==> src/rtl/mem_block_arbiter.sv <==
// mem_block_arbiter: two-requester arbiter/sequencer for the SoC memory blocks.
//
// Requester 0 (instruction fetch) and requester 1 (data/bus bridge) compete
// for one shared memory-block port. A winner is picked in IDLE and its
// request is latched. The address is decoded to ROM/RAM/SRAM. The block is
// held in ACCESS until its wait drops or the watchdog expires. Completion is
// reported for one cycle in DONE.
//
// Optional feature (macro MEM_ARB_ROUND_ROBIN_EN):
//   defined   - round-robin tie-break: the requester not granted last wins
//   undefined - fixed priority: requester 0 always wins a tie
//
// Ports:
//   CLK, nRST                        clock, async active-low reset
//   req/wen/addr/wdata/byte_en{0,1}  requester inputs, held until done
//   rdata/done/err{0,1}              per-requester completion (one-cycle pulse)
//   wen/addr/wdata/byte_en           shared memory-block request, stable in ACCESS
//   sram_sel/ram_sel/rom_sel         one-hot region select, high only in ACCESS
//   {sram,ram,rom}_rdata/_wait       per-block read data and wait
module mem_block_arbiter #(
  parameter logic [31:0] ROM_BASE  = 32'h0000_0000,
  parameter logic [31:0] ROM_SIZE  = 32'h0000_8000,
  parameter logic [31:0] RAM_BASE  = 32'h2000_0000,
  parameter logic [31:0] RAM_SIZE  = 32'h0001_0000,
  parameter logic [31:0] SRAM_BASE = 32'h8000_0000,
  parameter logic [31:0] SRAM_SIZE = 32'h0010_0000,
  parameter int unsigned TIMEOUT   = 255
) (
  input  logic        CLK,
  input  logic        nRST,
  input  logic        req0,
  input  logic        req1,
  input  logic        wen0,
  input  logic        wen1,
  input  logic [31:0] addr0,
  input  logic [31:0] addr1,
  input  logic [31:0] wdata0,
  input  logic [31:0] wdata1,
  input  logic [3:0]  byte_en0,
  input  logic [3:0]  byte_en1,
  output logic [31:0] rdata0,
  output logic [31:0] rdata1,
  output logic        done0,
  output logic        done1,
  output logic        err0,
  output logic        err1,
  output logic        wen,
  output logic [31:0] addr,
  output logic [31:0] wdata,
  output logic [3:0]  byte_en,
  output logic        sram_sel,
  output logic        ram_sel,
  output logic        rom_sel,
  input  logic [31:0] sram_rdata,
  input  logic [31:0] ram_rdata,
  input  logic [31:0] rom_rdata,
  input  logic        sram_wait,
  input  logic        ram_wait,
  input  logic        rom_wait
);

  localparam int unsigned CNT_W = 16;
  localparam logic [CNT_W-1:0] CNT_LAST = CNT_W'(TIMEOUT - 1);

  typedef enum logic [1:0] {ST_IDLE, ST_ACCESS, ST_DONE} state_t;
  typedef enum logic [1:0] {RG_NONE, RG_ROM, RG_RAM, RG_SRAM} region_t;

  state_t           state_q, state_d;
  region_t          region_q, region_d;
  logic             gnt_q, gnt_d;
  logic [CNT_W-1:0] cnt_q, cnt_d;

  logic             wen_d;
  logic [31:0]      addr_d, wdata_d;
  logic [3:0]       byte_en_d;
  logic             sram_sel_d, ram_sel_d, rom_sel_d;
  logic             done0_d, done1_d, err0_d, err1_d;
  logic [31:0]      rdata0_d, rdata1_d;

  // Completion event computed by the FSM, routed to the granted requester.
  logic             fin;
  logic             fin_err;
  logic [31:0]      fin_rdata;

  logic             pick;
  logic             req_wen;
  logic [31:0]      req_addr, req_wdata;
  logic [3:0]       req_byte_en;
  region_t          req_region;
  logic             blk_wait;
  logic [31:0]      blk_rdata;

  // Range check by offset from base; robust for any base since sizes are
  // unsigned and the subtraction wraps.
  function automatic region_t decode(input logic [31:0] a);
    if ((a - ROM_BASE) < ROM_SIZE)        return RG_ROM;
    else if ((a - RAM_BASE) < RAM_SIZE)   return RG_RAM;
    else if ((a - SRAM_BASE) < SRAM_SIZE) return RG_SRAM;
    else                                  return RG_NONE;
  endfunction

`ifdef MEM_ARB_ROUND_ROBIN_EN
  // rr_q = 1 favours requester 1 on a tie.
  logic rr_q, rr_d;
  assign pick = req1 & (~req0 | rr_q);
`else
  assign pick = req1 & ~req0;
`endif

  // Winning request, before latching.
  assign req_wen     = pick ? wen1     : wen0;
  assign req_addr    = pick ? addr1    : addr0;
  assign req_wdata   = pick ? wdata1   : wdata0;
  assign req_byte_en = pick ? byte_en1 : byte_en0;
  assign req_region  = decode(req_addr);

  // Wait/data of the block selected by the latched region.
  always_comb begin
    blk_wait  = 1'b0;
    blk_rdata = '0;
    unique case (region_q)
      RG_ROM:  begin blk_wait = rom_wait;  blk_rdata = rom_rdata;  end
      RG_RAM:  begin blk_wait = ram_wait;  blk_rdata = ram_rdata;  end
      RG_SRAM: begin blk_wait = sram_wait; blk_rdata = sram_rdata; end
      RG_NONE: begin blk_wait = 1'b0;      blk_rdata = '0;         end
    endcase
  end

  // Next-state and next-output logic.
  always_comb begin
    state_d    = state_q;
    region_d   = region_q;
    gnt_d      = gnt_q;
    cnt_d      = cnt_q;
    wen_d      = wen;
    addr_d     = addr;
    wdata_d    = wdata;
    byte_en_d  = byte_en;
    sram_sel_d = sram_sel;
    ram_sel_d  = ram_sel;
    rom_sel_d  = rom_sel;
    fin        = 1'b0;
    fin_err    = 1'b0;
    fin_rdata  = '0;
`ifdef MEM_ARB_ROUND_ROBIN_EN
    rr_d       = rr_q;
`endif

    unique case (state_q)
      ST_IDLE: begin
        if (req0 || req1) begin
          gnt_d    = pick;
          region_d = req_region;
          if (req_region == RG_NONE || (req_region == RG_ROM && req_wen)) begin
            // Unmapped or ROM write: fail without touching any block.
            state_d = ST_DONE;
            fin     = 1'b1;
            fin_err = 1'b1;
          end else begin
            state_d    = ST_ACCESS;
            wen_d      = req_wen;
            addr_d     = req_addr;
            wdata_d    = req_wdata;
            byte_en_d  = req_byte_en;
            rom_sel_d  = (req_region == RG_ROM);
            ram_sel_d  = (req_region == RG_RAM);
            sram_sel_d = (req_region == RG_SRAM);
          end
        end
      end

      ST_ACCESS: begin
        if (!blk_wait) begin
          state_d   = ST_DONE;
          fin       = 1'b1;
          fin_rdata = wen ? 32'h0 : blk_rdata;
        end else if (cnt_q == CNT_LAST) begin
          // Watchdog: block held wait for TIMEOUT cycles.
          state_d = ST_DONE;
          fin     = 1'b1;
          fin_err = 1'b1;
        end else begin
          cnt_d = cnt_q + CNT_W'(1);
        end
        if (fin) begin
          wen_d      = 1'b0;
          addr_d     = '0;
          wdata_d    = '0;
          byte_en_d  = '0;
          sram_sel_d = 1'b0;
          ram_sel_d  = 1'b0;
          rom_sel_d  = 1'b0;
        end
      end

      ST_DONE: begin
        state_d  = ST_IDLE;
        cnt_d    = '0;
        region_d = RG_NONE;
`ifdef MEM_ARB_ROUND_ROBIN_EN
        rr_d     = ~gnt_q;
`endif
      end

      default: state_d = ST_IDLE;
    endcase

    done0_d  = fin & ~gnt_d;
    done1_d  = fin &  gnt_d;
    err0_d   = fin_err & ~gnt_d;
    err1_d   = fin_err &  gnt_d;
    rdata0_d = gnt_d ? 32'h0 : fin_rdata;
    rdata1_d = gnt_d ? fin_rdata : 32'h0;
  end

  // State and registered outputs.
  always_ff @(posedge CLK or negedge nRST) begin
    if (!nRST) begin
      state_q  <= ST_IDLE;
      region_q <= RG_NONE;
      gnt_q    <= 1'b0;
      cnt_q    <= '0;
      wen      <= 1'b0;
      addr     <= '0;
      wdata    <= '0;
      byte_en  <= '0;
      sram_sel <= 1'b0;
      ram_sel  <= 1'b0;
      rom_sel  <= 1'b0;
      done0    <= 1'b0;
      done1    <= 1'b0;
      err0     <= 1'b0;
      err1     <= 1'b0;
      rdata0   <= '0;
      rdata1   <= '0;
`ifdef MEM_ARB_ROUND_ROBIN_EN
      rr_q     <= 1'b0;
`endif
    end else begin
      state_q  <= state_d;
      region_q <= region_d;
      gnt_q    <= gnt_d;
      cnt_q    <= cnt_d;
      wen      <= wen_d;
      addr     <= addr_d;
      wdata    <= wdata_d;
      byte_en  <= byte_en_d;
      sram_sel <= sram_sel_d;
      ram_sel  <= ram_sel_d;
      rom_sel  <= rom_sel_d;
      done0    <= done0_d;
      done1    <= done1_d;
      err0     <= err0_d;
      err1     <= err1_d;
      rdata0   <= rdata0_d;
      rdata1   <= rdata1_d;
`ifdef MEM_ARB_ROUND_ROBIN_EN
      rr_q     <= rr_d;
`endif
    end
  end

endmodule

==> config.mk <==
export PLATFORM = sky130hd
export DESIGN_NAME = mem_block_arbiter
export DESIGN_NICKNAME = d
export VERILOG_FILES = /design/src/rtl/mem_block_arbiter.sv
export SDC_FILE = /design/constraint.sdc
export NUM_CORES = 1
export LEC_CHECK = 0
export ABC_AREA = 1
export CAP_MARGIN = 15
export CORE_MARGIN = 2
export CORE_UTILIZATION = 35
export CTS_CLUSTER_DIAMETER = 50
export DETAILED_ROUTE_END_ITERATION = 6
export HOLD_SLACK_MARGIN = 0.05
export PLACE_DENSITY = 0.69
export SLEW_MARGIN = 5
export SYNTH_ARGS = -nofsm -noshare
export SYNTH_HDL_FRONTEND = slang
export SYNTH_SLANG_ARGS = --single-unit
==> constraint.sdc <==
create_clock -name CLK -period 3.3 [get_ports CLK]
set_input_delay 0.495 -clock CLK [delete_from_list [all_inputs] [get_ports CLK]]
set_output_delay 0.495 -clock CLK [all_outputs]
set_load 0.02 [all_outputs]
==> qor.txt, run 1 <==
outcome = finished, final reports clean
RR Startpoint = region_q[1]
total global routing overflow = 0
CP startpoint = req0
Initial Util = 0.358
classification of the worst setup path = input pin to flip-flop
clock-pin transition on the worst setup and hold timing paths = 0.06 ns
Cell Rows = 55
number of synthesized flops with an enable pin = 0
Root Buffer = clkbuf_16
Mapped Avg Cell Area = 7.46 um2
H-tree level count = 4
Die ar. = 0.0245 mm2
r2r endpoint = wdata[7]
Pre-antenna DRT Iters = 5
skew final = 0.0102 ns
setup slack, reg-to-reg = 0.97 ns
drt first-iter violations = 479
Post-DRT Antenna Nets = 0
Post-CTS Resized = 0
Netlist cell types = 30
Avg Vias per Cell = 4.90
post-layout net count = 1691
Setup-failing EPs final = 0
first-pass GRT wire length = 42300 um
core box area = 0.0227 mm2
Synth async-reset ratio = 1.00
Die W = 156 um
# DRC = 0
total number of yosys warnings = 0
CP endpoint = wdata[7]
hold crit path type = input pin to async pin
area leader, netlist = dfrtp_1
die height = 156 um
synth top area cells = dfrtp_1 (50%), nand2_1 (19%), nand3_1 (9.1%), nor2_1 (4.7%), a21oi_1 (3.6%)
Num CTS Buffers = 17
port buffer count = 380
period utilisation layout = 0.817
VDD IR-drop max = 0.290 mV
setup repair bufs after CTS = 0
HPWL after detailed placement = 20700 um
vias in the first global route = 8173
CTS Buffer Depth = 2
RSZ-0062 raised after global routing = false
via count = 8546
Worst R2R Path Depth = 12
sequential cell area fraction in the yosys report = 0.495
Post-Syn Instances = 1090
synth-to-layout area growth = 56.6%
pre-CTS WS = 0.149 ns
min Tclk post-route = 2.70 ns
number of diodes = 0
Max Slew Vio Count = 0
post-place instance area = 0.0122 mm2
clock latency at the later pin of the worst-skew pair = 0.42 ns
largest net degree at the start of global routing = 91
top cells by count, synth = nand2_1 (404), dfrtp_1 (161), nand3_1 (148)
antenna violations before repair = 0
Final Hold Violating Endpoints = 0
Power Total = 0.00591 W
worst path arrival time = 3.05 ns
proportion of layout cells with a drive suffix above 1 = 0.0507
final WL = 27700 um
highest clock rate = 371 MHz
synthesized flop and latch total = 161
Setup TNS = 0 ns
Power Density = 464 mW/mm2
fin worst setup slack = 0.604 ns
Leakage = 5.92 nW
Synth top area share = 0.495
dominant synthesized flop cell = dfrtp_1
RePlAce Congestion = 0.883
Critical Path Sink Type = flip-flop
syn nets = 1334
GRT Total Usage = 0.222
max-cap viol count = 0
Hold WS = 0.127 ns
Worst Max-Slew Pin Slew = 0.862 ns
Ports = 381
cell with the most instances after synthesis = nand2_1
Post-Syn Area = 0.00813 mm2
Rel. slew slack = 0.424
Critical Path Fanout Max = 32
DR WL/cell = 15.9 um
element type at the critical path start = input pin
Design Area, Final = 0.0127 mm2
Post-CTS Hold Buffers = 0
CTS tree = done
CTS sink count = 161
Worst Path Required = 3.65 ns
-- registers in the layout, summed over array words and instances, names as in the netlist --
register  flops
addr         32
rdata0       32
rdata1       32
wdata        32
cnt_q        16
byte_en       4
region_q      2
state_q       2
done0         1
done1         1
err0          1
err1          1
gnt_q         1
ram_sel       1
rom_sel       1
sram_sel      1
wen           1
-- area by class of cell --
cell class	count	area, um2
well taps	285	357
clock buffers	19	443
multi-input cells	797	3540
clock inverters	13	126
repair buffers	401	3990
inverters	69	262
flip-flops and latches	161	4030
fillers	2142	9970
-- report_power, final --
part	switching, W	internal [W]
registers	0.000140	0.00219
clock network	0.000828	0.00107
logic	0.000891	0.000787
-- cell usage in the layout, fill, tap and decap left out, types with 2 or more instances in the layout --
| cell | Yosys | routed |
|---|---|---|
| nor2_4 | 2 | 3 |
| nand3b_1 | 9 | 9 |
| nand3_1 | 148 | 148 |
| inv_6 | 0 | 3 |
| nor2_1 | 101 | 97 |
| o22ai_1 | 3 | 2 |
| inv_1 | 66 | 66 |
| nand2_1 | 404 | 403 |
| buf_4 | 8 | 19 |
| clkbuf_16 | 0 | 17 |
| clkinv_4 | 0 | 3 |
| nand4_1 | 20 | 20 |
| nor4_1 | 6 | 6 |
| nor3_1 | 6 | 6 |
| xor2_1 | 4 | 4 |
| ha_1 | 3 | 3 |
| o21ai_0 | 17 | 17 |
| nand2_4 | 2 | 2 |
| dfrtp_1 | 161 | 161 |
| a21oi_1 | 58 | 58 |
| clkinv_2 | 0 | 2 |
| nor2_2 | 5 | 8 |
| buf_12 | 0 | 2 |
| clkinvlp_4 | 0 | 3 |
| clkdlybuf4s50_1 | 0 | 379 |
| o21ai_1 | 4 | 4 |
-- layer usage --
layer	global-route usage	vias up	share of wire	wire [um]
li1	-	4194	-	-
met1	0.259	3934	0.40	10900
met2	0.377	362	0.48	13300
met3	0.0662	56	0.088	2440
met4	0.0983	0	0.038	1050
met5	0	-	0	0
-- kinds of logic after synthesis --
logic type | after synthesis | synth area share
buf+inv | 132 | 0.0728
flops | 161 | 0.495
xor+xnor | 4 | 0.00431
mux | 1 | 0.00123
simple gates | 706 | 0.370
fa+ha+maj | 3 | 0.00462
compound gates | 83 | 0.0520
-- worst min-delay path by stage --
| stage | depth (start not counted) | start | slack, ns | end |
|---|---|---|---|---|
| after floorplan | 0 | nRST | 0.20 | addr[0] |
| after global placement | 2 | addr[9] | 0.45 | addr[9] |
| after detailed placement | 2 | addr[30] | 0.46 | addr[30] |
| after CTS | 1 | nRST | 0.17 | wdata[17] |
| after global routing | 1 | nRST | 0.19 | wdata[19] |
| final | 1 | nRST | 0.13 | wdata[17] |
-- stage by stage --
stage	std cells	util
2_1_floorplan	1090	-
3_3_place_gp	1713	0.536
3_5_place_dp	1713	0.536
4_1_cts	1745	0.561
5_1_grt	1745	0.561
6_report	1745	0.561
-- critical path, stage by stage --
cell             delay [ns]
clkdlybuf4s50_1        0.52
nor2_4                 0.29
nand2_1                0.07
o21ai_1                0.18
ha_1                   0.28
inv_1                  0.05
nor2_1                 0.04
nand3_1                0.10
nor2_2                 0.06
nor2_4                 0.14
nand3_4                0.10
nand2_4                0.32
buf_4                  0.25
nand2_1                0.08
nand2_1                0.06
Power figures use the tool's default switching activity.
==> run 2, diff against run 1 <==
- clock period: 3.3 -> 2.56 ns (I/O delays scaled with it)
==> run 2 against run 1 <==
Flip-flop and latch count unchanged; utilization up 1.3 points; clock power up 32%; sequential power up 29%; critical path type unchanged; largest cell class is now buffers.
==> qor.txt, run 2 (synthesis gave the netlist of run 1 again) <==
outcome = finished, final reports clean
RSZ-0062 raised after global routing = false
Setup TNS = 0 ns (unchanged)
Root Buffer = clkbuf_16
Setup-failing EPs final = 0 (unchanged)
antenna violations before repair = 0 (unchanged)
Rel. slew slack = 0.552 (+0.127)
proportion of layout cells with a drive suffix above 1 = 0.0685 (+0.0179)
min Tclk post-route = 2.31 ns
Critical Path Sink Type = flip-flop
hold crit path type = flip-flop to flip-flop
RePlAce Congestion = 0.918 (+4.1%)
Avg Vias per Cell = 4.89 (about the same)
port buffer count = 380 (unchanged)
first-pass GRT wire length = 43400 um (+2.8%)
synth-to-layout area growth = 60.1%
die height = 156 um (unchanged)
clock-pin transition on the worst setup and hold timing paths = 0.06 ns (about the same)
Die ar. = 0.0245 mm2 (unchanged)
GRT Total Usage = 0.226 (+0.00475)
classification of the worst setup path = input pin to flip-flop
final WL = 28300 um (+2.2%)
most frequent cells in the layout = nand2_1 (403), clkdlybuf4s50_1 (379), dfrtp_1 (161)
Num CTS Buffers = 17 (unchanged)
max-cap viol count = 0 (unchanged)
Inst Count DP = 1740 (+1.6%)
Final Hold Violating Endpoints = 0 (unchanged)
VDD IR-drop max = 0.387 mV (+33%)
Die W = 156 um (unchanged)
CTS Buffer Depth = 2 (unchanged)
drt first-iter violations = 692 (+44%)
Power Density = 595 mW/mm2 (+28%)
number of diodes = 0 (unchanged)
Worst Max-Slew Pin Slew = 0.672 ns (-0.190 ns)
worst path cell trace = clkdlybuf4s50_1 > inv_4 > nand2_4 > nand2_1 > nand2_1 > nand2_1 > nor2_2 > nand2_1 > nor2_2 > nand3_2 > nand3_4 > buf_12 > nand3_1 > nand2_1
vias in the first global route = 8457 (+3.5%)
Initial Util = 0.358 (unchanged)
skew final = 0.00978 ns (-0.000381 ns)
largest net degree at the start of global routing = 70 (-23%)
Critical Path Fanout Max = 63 (+97%)
H-tree level count = 4 (unchanged)
Pre-antenna DRT Iters = 6 (+1)
clock latency at the later pin of the worst-skew pair = 0.42 ns (about the same)
cell repeated most along the worst path = nand2_1
Worst Path Required = 2.91 ns (-0.74 ns)
worst path arrival time = 2.66 ns (-0.39 ns)
core box area = 0.0227 mm2 (unchanged)
Max Slew Vio Count = 0 (unchanged)
crit-path max cell delay = 0.60 ns (+0.08 ns)
Hold WS = 0.469 ns (+0.342 ns)
Post-DRT Antenna Nets = 0 (unchanged)
# DRC = 0 (unchanged)
CTS sink count = 161 (unchanged)
Ports = 381 (unchanged)
CP max stage cell = clkdlybuf4s50_1
total global routing overflow = 0 (unchanged)
commonest non-fill, non-tap cell in the layout = nand2_1
DR WL/cell = 16.0 um (+0.58%)
CTS tree = done
fin util = 0.573 (+0.0125)
Layout Cells excl Fill = 1773 (+1.6%)
via count = 8675 (+1.5%)
highest clock rate = 433 MHz
Cell Rows = 55 (unchanged)
period utilisation layout = 0.901
element type at the critical path start = input pin
post-layout net count = 1719 (+1.7%)
HPWL after detailed placement = 21200 um (+2.2%)
Leakage = 6.08 nW (+2.8%)
Power Total = 0.00775 W (+31%)
## run 2: changes by cell type in the layout (fill, tap and decap cells not counted), moves of 3 or more
cell and change:
clkinv_4 -3, inv_6 +4, buf_4 +22, buf_12 +5
## run 2: routing by layer
| metal | vias to the layer above | wire [um] | global-route usage |
|---|---|---|---|
| met5 | - | 0 | 0 |
| met4 | 0 | 858 | 0.0843 |
| met3 | 51 | 2470 | 0.0615 |
| met2 | 349 | 13700 | 0.398 |
| met1 | 4025 | 11200 | 0.264 |
| li1 | 4250 | - | - |
## run 2: power by group
group          switching [W]  internal (W)
clock network        0.00112       0.00140
logic                0.00116       0.00106
registers           0.000187       0.00283
## run 2: path summary, 6_finish.rpt
kind,start,end,slack (ns),cells after the start
worst max register to register,state_q[1],byte_en[2],0.49,8
worst min-delay path,byte_en[1],byte_en[1],0.47,2
max in group asynchronous,nRST,err1,1.32,3
worst max-delay path,req0,byte_en[3],0.25,14
worst min register to register,byte_en[1],byte_en[1],0.47,2
min in group asynchronous,nRST,addr[21],0.55,2
## run 2: cell type report
| cell class | count | area (um2) |
|---|---|---|
| fill | 2093 | 9690 |
| timing repair buffer | 429 | 4260 |
| sequential | 161 | 4030 |
| multi-input combinational | 797 | 3540 |
| clock buffer | 18 | 439 |
| tap | 285 | 357 |
| inverter | 69 | 262 |
| clock inverter | 14 | 139 |
## run 2: critical path: cells and delay by family
family	cells	cell delay, ns
and+or+nand+nor	11	1.31
buffers and inverters	3	0.94
## run 2: stage by stage
| stage | worst slack (ns) | cell area [um2] |
|---|---|---|
| detailed placement | -0.171 | 12400 |
| global route | 0.0531 | 13000 |
| finish | 0.252 | 13000 |
| floorplan | 0.461 | 8130 |
| global placement | -0.105 | 12400 |
| CTS | 0.257 | 13000 |
## run 2: repair_timing
action,4_1_cts,5_1_grt
endpoints found under the hold margin,67,0
hold buffers,1,0
setup buffers,0,0
gates resized for setup,0,0
